$ cat src/rtl/mem_arbiter_if.sv
// Bundle of the arbiter's requester and memory-side signals.
// slave  : the arbiter's view (requests and memory responses in).
// master : the view of whatever surrounds the arbiter (core paths + memory).
interface mem_arbiter_if #(
  parameter int NBITS = 8
);
  // fetch requester
  logic             i_req;
  logic [NBITS-1:0] i_addr;
  logic [NBITS-1:0] i_rdata;
  logic             i_done;
  logic             i_busy;
  // load/store requester
  logic             d_req;
  logic             d_we;
  logic [NBITS-1:0] d_addr;
  logic [NBITS-1:0] d_wdata;
  logic [NBITS-1:0] d_rdata;
  logic             d_done;
  logic             d_busy;
  // memory side
  logic             m_req;
  logic             m_we;
  logic [NBITS-1:0] m_addr;
  logic [NBITS-1:0] m_wdata;
  logic [NBITS-1:0] m_rdata;
  logic             m_ready;
  logic             err;

  modport slave (
    input  i_req, i_addr, d_req, d_we, d_addr, d_wdata, m_rdata, m_ready,
    output i_rdata, i_done, i_busy, d_rdata, d_done, d_busy,
           m_req, m_we, m_addr, m_wdata, err
  );

  modport master (
    output i_req, i_addr, d_req, d_we, d_addr, d_wdata, m_rdata, m_ready,
    input  i_rdata, i_done, i_busy, d_rdata, d_done, d_busy,
           m_req, m_we, m_addr, m_wdata, err
  );
endinterface

$ cat src/rtl/mem_arbiter.sv
// Round-robin arbiter sharing one single-ported memory between the fetch
// path and the load/store path. Every transaction walks IDLE -> MEM -> DONE,
// so a request still held high during its done cycle is never issued twice.
module mem_arbiter #(
  parameter int NBITS   = 8,
  parameter int TIMEOUT = 15
) (
  input  logic          clock,
  input  logic          reset,
  mem_arbiter_if.slave  bus
);
  localparam int CW = $clog2(TIMEOUT + 1);

  typedef enum logic [1:0] {IDLE, MEM, DONE} state_t;

  state_t           state, state_nxt;
  logic             grant_i, grant_d, mem_ok, mem_to;
  logic             owner_d;   // 1: current transaction belongs to load/store
  logic             last_d;    // 1: load/store won the previous grant
  logic [CW-1:0]    cnt;

  logic             m_req_q, m_we_q, i_done_q, d_done_q, err_q;
  logic [NBITS-1:0] m_addr_q, m_wdata_q, i_rdata_q, d_rdata_q;

  // Next-state and grant decode; ties go to whoever did not win last time.
  always_comb begin
    state_nxt = state;
    grant_i   = 1'b0;
    grant_d   = 1'b0;
    mem_ok    = 1'b0;
    mem_to    = 1'b0;
    case (state)
      IDLE: begin
        if (bus.d_req && (!bus.i_req || !last_d)) begin
          grant_d   = 1'b1;
          state_nxt = MEM;
        end else if (bus.i_req) begin
          grant_i   = 1'b1;
          state_nxt = MEM;
        end
      end
      MEM: begin
        // a ready in the final allowed cycle still counts as success
        if (bus.m_ready) begin
          mem_ok    = 1'b1;
          state_nxt = DONE;
        end else if (cnt == CW'(TIMEOUT - 1)) begin
          mem_to    = 1'b1;
          state_nxt = DONE;
        end
      end
      DONE:    state_nxt = IDLE;
      default: state_nxt = IDLE;
    endcase
  end

  // State register.
  always_ff @(posedge clock) begin
    if (reset) state <= IDLE;
    else       state <= state_nxt;
  end

  // Memory-side registers, wait counter, completion pulses and read data.
  always_ff @(posedge clock) begin
    if (reset) begin
      m_req_q   <= 1'b0;
      m_we_q    <= 1'b0;
      m_addr_q  <= '0;
      m_wdata_q <= '0;
      i_rdata_q <= '0;
      d_rdata_q <= '0;
      i_done_q  <= 1'b0;
      d_done_q  <= 1'b0;
      err_q     <= 1'b0;
      owner_d   <= 1'b0;
      last_d    <= 1'b0;
      cnt       <= '0;
    end else begin
      i_done_q <= 1'b0;
      d_done_q <= 1'b0;
      err_q    <= 1'b0;
      if (grant_i || grant_d) begin
        m_req_q   <= 1'b1;
        m_we_q    <= grant_d & bus.d_we;
        m_addr_q  <= grant_d ? bus.d_addr : bus.i_addr;
        m_wdata_q <= grant_d ? bus.d_wdata : '0;
        owner_d   <= grant_d;
        last_d    <= grant_d;
        cnt       <= '0;
      end
      if (state == MEM) begin
        if (cnt != '1) cnt <= cnt + CW'(1);
        if (mem_ok || mem_to) begin
          m_req_q  <= 1'b0;
          m_we_q   <= 1'b0;
          i_done_q <= ~owner_d;
          d_done_q <= owner_d;
          err_q    <= mem_to;
        end
        // stores and timeouts leave the owner's read data untouched
        if (mem_ok && !m_we_q) begin
          if (owner_d) d_rdata_q <= bus.m_rdata;
          else         i_rdata_q <= bus.m_rdata;
        end
      end
    end
  end

  assign bus.m_req   = m_req_q;
  assign bus.m_we    = m_we_q;
  assign bus.m_addr  = m_addr_q;
  assign bus.m_wdata = m_wdata_q;
  assign bus.i_rdata = i_rdata_q;
  assign bus.d_rdata = d_rdata_q;
  assign bus.i_done  = i_done_q;
  assign bus.d_done  = d_done_q;
  assign bus.err     = err_q;
  assign bus.i_busy  = bus.i_req & ~i_done_q;
  assign bus.d_busy  = bus.d_req & ~d_done_q;
endmodule

$ cat src/flat_wrapper.sv
// flat-port wrapper written by rule: the top's interface ports become plain ports
module mem_arbiter_flat 
#(
  parameter int NBITS   = 8,
  parameter int TIMEOUT = 15
)
  (clock, reset, bus_i_req, bus_i_addr, bus_d_req, bus_d_we, bus_d_addr, bus_d_wdata, bus_m_rdata, bus_m_ready, bus_i_rdata, bus_i_done, bus_i_busy, bus_d_rdata, bus_d_done, bus_d_busy, bus_m_req, bus_m_we, bus_m_addr, bus_m_wdata, bus_err);
  mem_arbiter_if #(.NBITS(NBITS)) bus_i ();
  input  logic clock;
  input  logic reset;
  input wire logic [$bits(bus_i.i_req)-1:0] bus_i_req;
  input wire logic [$bits(bus_i.i_addr)-1:0] bus_i_addr;
  input wire logic [$bits(bus_i.d_req)-1:0] bus_d_req;
  input wire logic [$bits(bus_i.d_we)-1:0] bus_d_we;
  input wire logic [$bits(bus_i.d_addr)-1:0] bus_d_addr;
  input wire logic [$bits(bus_i.d_wdata)-1:0] bus_d_wdata;
  input wire logic [$bits(bus_i.m_rdata)-1:0] bus_m_rdata;
  input wire logic [$bits(bus_i.m_ready)-1:0] bus_m_ready;
  output wire logic [$bits(bus_i.i_rdata)-1:0] bus_i_rdata;
  output wire logic [$bits(bus_i.i_done)-1:0] bus_i_done;
  output wire logic [$bits(bus_i.i_busy)-1:0] bus_i_busy;
  output wire logic [$bits(bus_i.d_rdata)-1:0] bus_d_rdata;
  output wire logic [$bits(bus_i.d_done)-1:0] bus_d_done;
  output wire logic [$bits(bus_i.d_busy)-1:0] bus_d_busy;
  output wire logic [$bits(bus_i.m_req)-1:0] bus_m_req;
  output wire logic [$bits(bus_i.m_we)-1:0] bus_m_we;
  output wire logic [$bits(bus_i.m_addr)-1:0] bus_m_addr;
  output wire logic [$bits(bus_i.m_wdata)-1:0] bus_m_wdata;
  output wire logic [$bits(bus_i.err)-1:0] bus_err;
  assign bus_i.i_req = bus_i_req;
  assign bus_i.i_addr = bus_i_addr;
  assign bus_i.d_req = bus_d_req;
  assign bus_i.d_we = bus_d_we;
  assign bus_i.d_addr = bus_d_addr;
  assign bus_i.d_wdata = bus_d_wdata;
  assign bus_i.m_rdata = bus_m_rdata;
  assign bus_i.m_ready = bus_m_ready;
  assign bus_i_rdata = bus_i.i_rdata;
  assign bus_i_done = bus_i.i_done;
  assign bus_i_busy = bus_i.i_busy;
  assign bus_d_rdata = bus_i.d_rdata;
  assign bus_d_done = bus_i.d_done;
  assign bus_d_busy = bus_i.d_busy;
  assign bus_m_req = bus_i.m_req;
  assign bus_m_we = bus_i.m_we;
  assign bus_m_addr = bus_i.m_addr;
  assign bus_m_wdata = bus_i.m_wdata;
  assign bus_err = bus_i.err;
  mem_arbiter #(.NBITS(NBITS), .TIMEOUT(TIMEOUT)) u_core (.clock(clock), .reset(reset), .bus(bus_i));
endmodule
$ cat config.mk
export PLATFORM = sky130hd
export DESIGN_NAME = mem_arbiter_flat
export DESIGN_NICKNAME = d
export VERILOG_FILES = /design/src/rtl/mem_arbiter_if.sv /design/src/rtl/mem_arbiter.sv /design/src/flat_wrapper.sv
export SDC_FILE = /design/constraint.sdc
export NUM_CORES = 1
export LEC_CHECK = 0
export CORE_UTILIZATION = 40
export DETAILED_ROUTE_END_ITERATION = 6
export GPL_TIMING_DRIVEN = 0
export PLACE_DENSITY_LB_ADDON = 0.25
export SLEW_MARGIN = 20
export SYNTH_ARGS = -nofsm -noshare
export SYNTH_HDL_FRONTEND = slang
export SYNTH_SLANG_ARGS = --single-unit
$ cat constraint.sdc
create_clock -name clock -period 1.91 [get_ports clock]
set_input_delay 0.2865 -clock clock [delete_from_list [all_inputs] [get_ports clock]]
set_output_delay 0.2865 -clock clock [all_outputs]
set_load 0.02 [all_outputs]
==> metrics.md <==
| Metric | Value |
|---|---|
| Slew @ Worst Pin | `0.5272 ns` |
| Outcome | `completed` |
| Core outline area | `0.004414 mm²` |
| Hold path start | `reset` |
| TritonCTS Buffers | `5` |
| Dominant synthesized flop cell | `dfxtp_1` |
| Iteration count of the initial detailed-routing pass | `4` |
| Syn. warnings | `0` |
| Syn avg cell area | `8.506 µm²` |
| Initial Utilization | `0.4201` |
| Worst slew margin | `0.6486` |
| Maximum vdd drop | `0.4206 mV` |
| Fmax | `0.5823 GHz` |
| Synthesized Nets | `258` |
| Hold crit path type | `input pin to register` |
| Number of distinct library cells after synthesis | `35` |
| Largest area contributor in the netlist | `dfxtp_1` |
| Syn Inst Count | `218` |
| Layout cell share with drive strength beyond 1 | `0.07973` |
| Synth area leaders | `dfxtp_1, a21oi_1, nand3_1, o21ai_0, nand2_1` |
| Final Power | `2.164 mW` |
| Startpoint class of the critical path | `input pin` |
| Count leader, synth | `dfxtp_1` |
| Tcrit/Tclk final | `0.8991` |
| Critical-path cell list | `clkdlybuf4s50_1 -> nor2b_1 -> dlygate4sd2_1` |
| CTS clk-pin slew, worst paths | `0.08 ns` |
| Buf+Inv Stages, Crit Path | `2` |
| Final Hold Fails | `0` |
| Final setup fails | `0` |
| Crit-path max FO | `5` |
| Post-Route WL | `4979 µm` |
| CTS tree | `yes` |
| Hold_ws | `0.4181 ns` |
| # fillers | `393` |
| Buffer levels on the longest clock path | `2` |
| Top-area cell type share of the netlist area | `0.4750` |
| Largest stage delay, worst path | `0.62 ns` |
| Overflow after GRT | `0` |
| I/O pin total | `77` |
| Critical Path Source | `bus_i_req` |
| RSZ-0062 raised after global routing | `false` |
| Family with the most delay on the worst path | `buffers and inverters` |
| Vias/cell | `5.535` |
| Post-layout util | `0.6287` |
| RePlAce Congestion | `0.7785` |
| Power Dens Cells | `779.9 mW/mm²` |
| Area post-placement | `0.002670 mm²` |
| CTS-repair resized insts | `2` |
| Initial DRC count | `137` |
| Largest net degree at the start of global routing | `14` |
| Setup_tns | `0 ns` |
| DR WL/cell | `14.10 µm` |
| Die X | `70.09 µm` |
| Worst r2r src | `u_core.cnt[0]` |
| Root Buffer | `clkbuf_8` |
| Vias | `1954` |
| H-tree levels | `2` |
| Worst skew pair latency | `0.29 ns` |
| Antenna-violating nets left | `0` |
| Cell Area, Synth | `0.001854 mm²` |
| LEAKAGE | `0.9888 nW` |
| Yosys reg bits | `44` |
| Port-buffer cells | `75` |
| Die Y | `70.09 µm` |
| Initial antenna violation count | `0` |
| Antenna cells | `0` |
| Row cnt | `24` |
| Die Area | `0.004912 mm²` |
| Nets@finish | `340` |
| Area Overhead vs Synth | `49.66%` |
| Sinks on Clock Net | `44` |
| Critical Path AT | `1.43 ns` |
| Vias in the first global route | `1762` |
| First-pass GRT wire length | `8286 µm` |
| CP endpoint kind | `primary output` |
| Fin area | `0.002775 mm²` |
| Final Skew | `0.003592 ns` |
| Asr flop ratio synth | `0` |
| Post-CTS Setup Bufs | `0` |
| Max_cap viols | `0` |
| # hold bufs at CTS | `0` |
| Sequential element share of the synthesized area | `0.4750` |
| EDFF count, synth | `0` |
| CP Class | `input pin to primary output` |
| Min cycle time layout | `1.717 ns` |
| Slowest cell on the critical path | `clkdlybuf4s50_1` |
| Synth cell count leaders | `dfxtp_1, a21oi_1, nand3_1` |
| GRT Resource Usage Total | `0.2105` |
| Post-detail-place hpwl | `3601 µm` |
| Final Max Slew Viols | `0` |
| Critical Path RT | `1.62 ns` |
| DRC viols | `0` |
stage by stage:
step	worst slack (ns)	instances
2_1_floorplan	0.6667	218
3_3_place_gp	-0.07924	345
3_5_place_dp	-0.08166	345
4_1_cts	0.1996	353
5_1_grt	0.1638	353
6_report	0.1927	353
metal layers:
metal,up-vias,wire length [µm],track usage
met5,-,0,0
met4,0,63,0.07333
met3,8,380,0.05339
met2,70,2315,0.3312
met1,914,2219,0.2803
li1,962,-,-
final cells by class:
type / count / area [µm²] / share of cell area
well taps: 52 / 65.06 / 0.02344
multi-input cells: 152 / 867.1 / 0.3124
plain buffers: 20 / 98.84 / 0.03562
inverters: 2 / 7.507 / 0.002705
clock buffers: 6 / 72.57 / 0.02615
flip-flops and latches: 44 / 880.8 / 0.3174
repair buffers: 75 / 748.2 / 0.2696
clock inverters: 2 / 35.03 / 0.01262
cell usage in the layout (no fill, tap or decap), types with 3 or more instances in the layout:
cell	count
clkbuf_1	9
a21oi_1	38
buf_2	10
clkdlybuf4s50_1	73
clkbuf_8	5
nand3_1	27
a311oi_1	7
o221ai_1	3
nor3_1	4
nand2_1	17
dfxtp_1	44
o21ai_1	10
o21ai_0	16
nor4_1	5
worst reg2reg max path: stages, from the launching register on:
cell and delay [ns]:
dfxtp_1 0.42, inv_1 0.07, ha_1 0.21, a31oi_1 0.36, nor2_1 0.14, nor3_1 0.18
flip-flops by register name, indices dropped and copies added, names as in the netlist, 2 cells and up:
name,count
u_core.bus.m_addr,8
u_core.bus.i_rdata,8
u_core.bus.d_rdata,8
u_core.bus.m_wdata,8
u_core.cnt,4
u_core.state,2
worst paths after layout:
kind                                         endpoint  slack (ns)  cells past startpoint
worst max-delay path                       bus_i_busy        0.19                      3
worst min-delay path                    u_core.cnt[3]        0.42                      2
worst max register to register       u_core.bus.m_req        0.45                      5
worst min register to register  u_core.bus.i_rdata[2]        0.48                      2
logic make-up after synthesis:
logic type	share of synthesized area
flops	0.4750
xor+xnor	0.004724
fa+ha+maj	0.01349
compound gates	0.2557
buf+inv	0.05735
simple gates	0.1937
report_power, final:
group | internal (mW) | switching, mW | leakage [nW]
sequential | 0.969 | 0.0331 | 0.359
clock | 0.388 | 0.302 | 0.0552
combinational | 0.222 | 0.250 | 0.574
(Power assumes the default switching activity.)
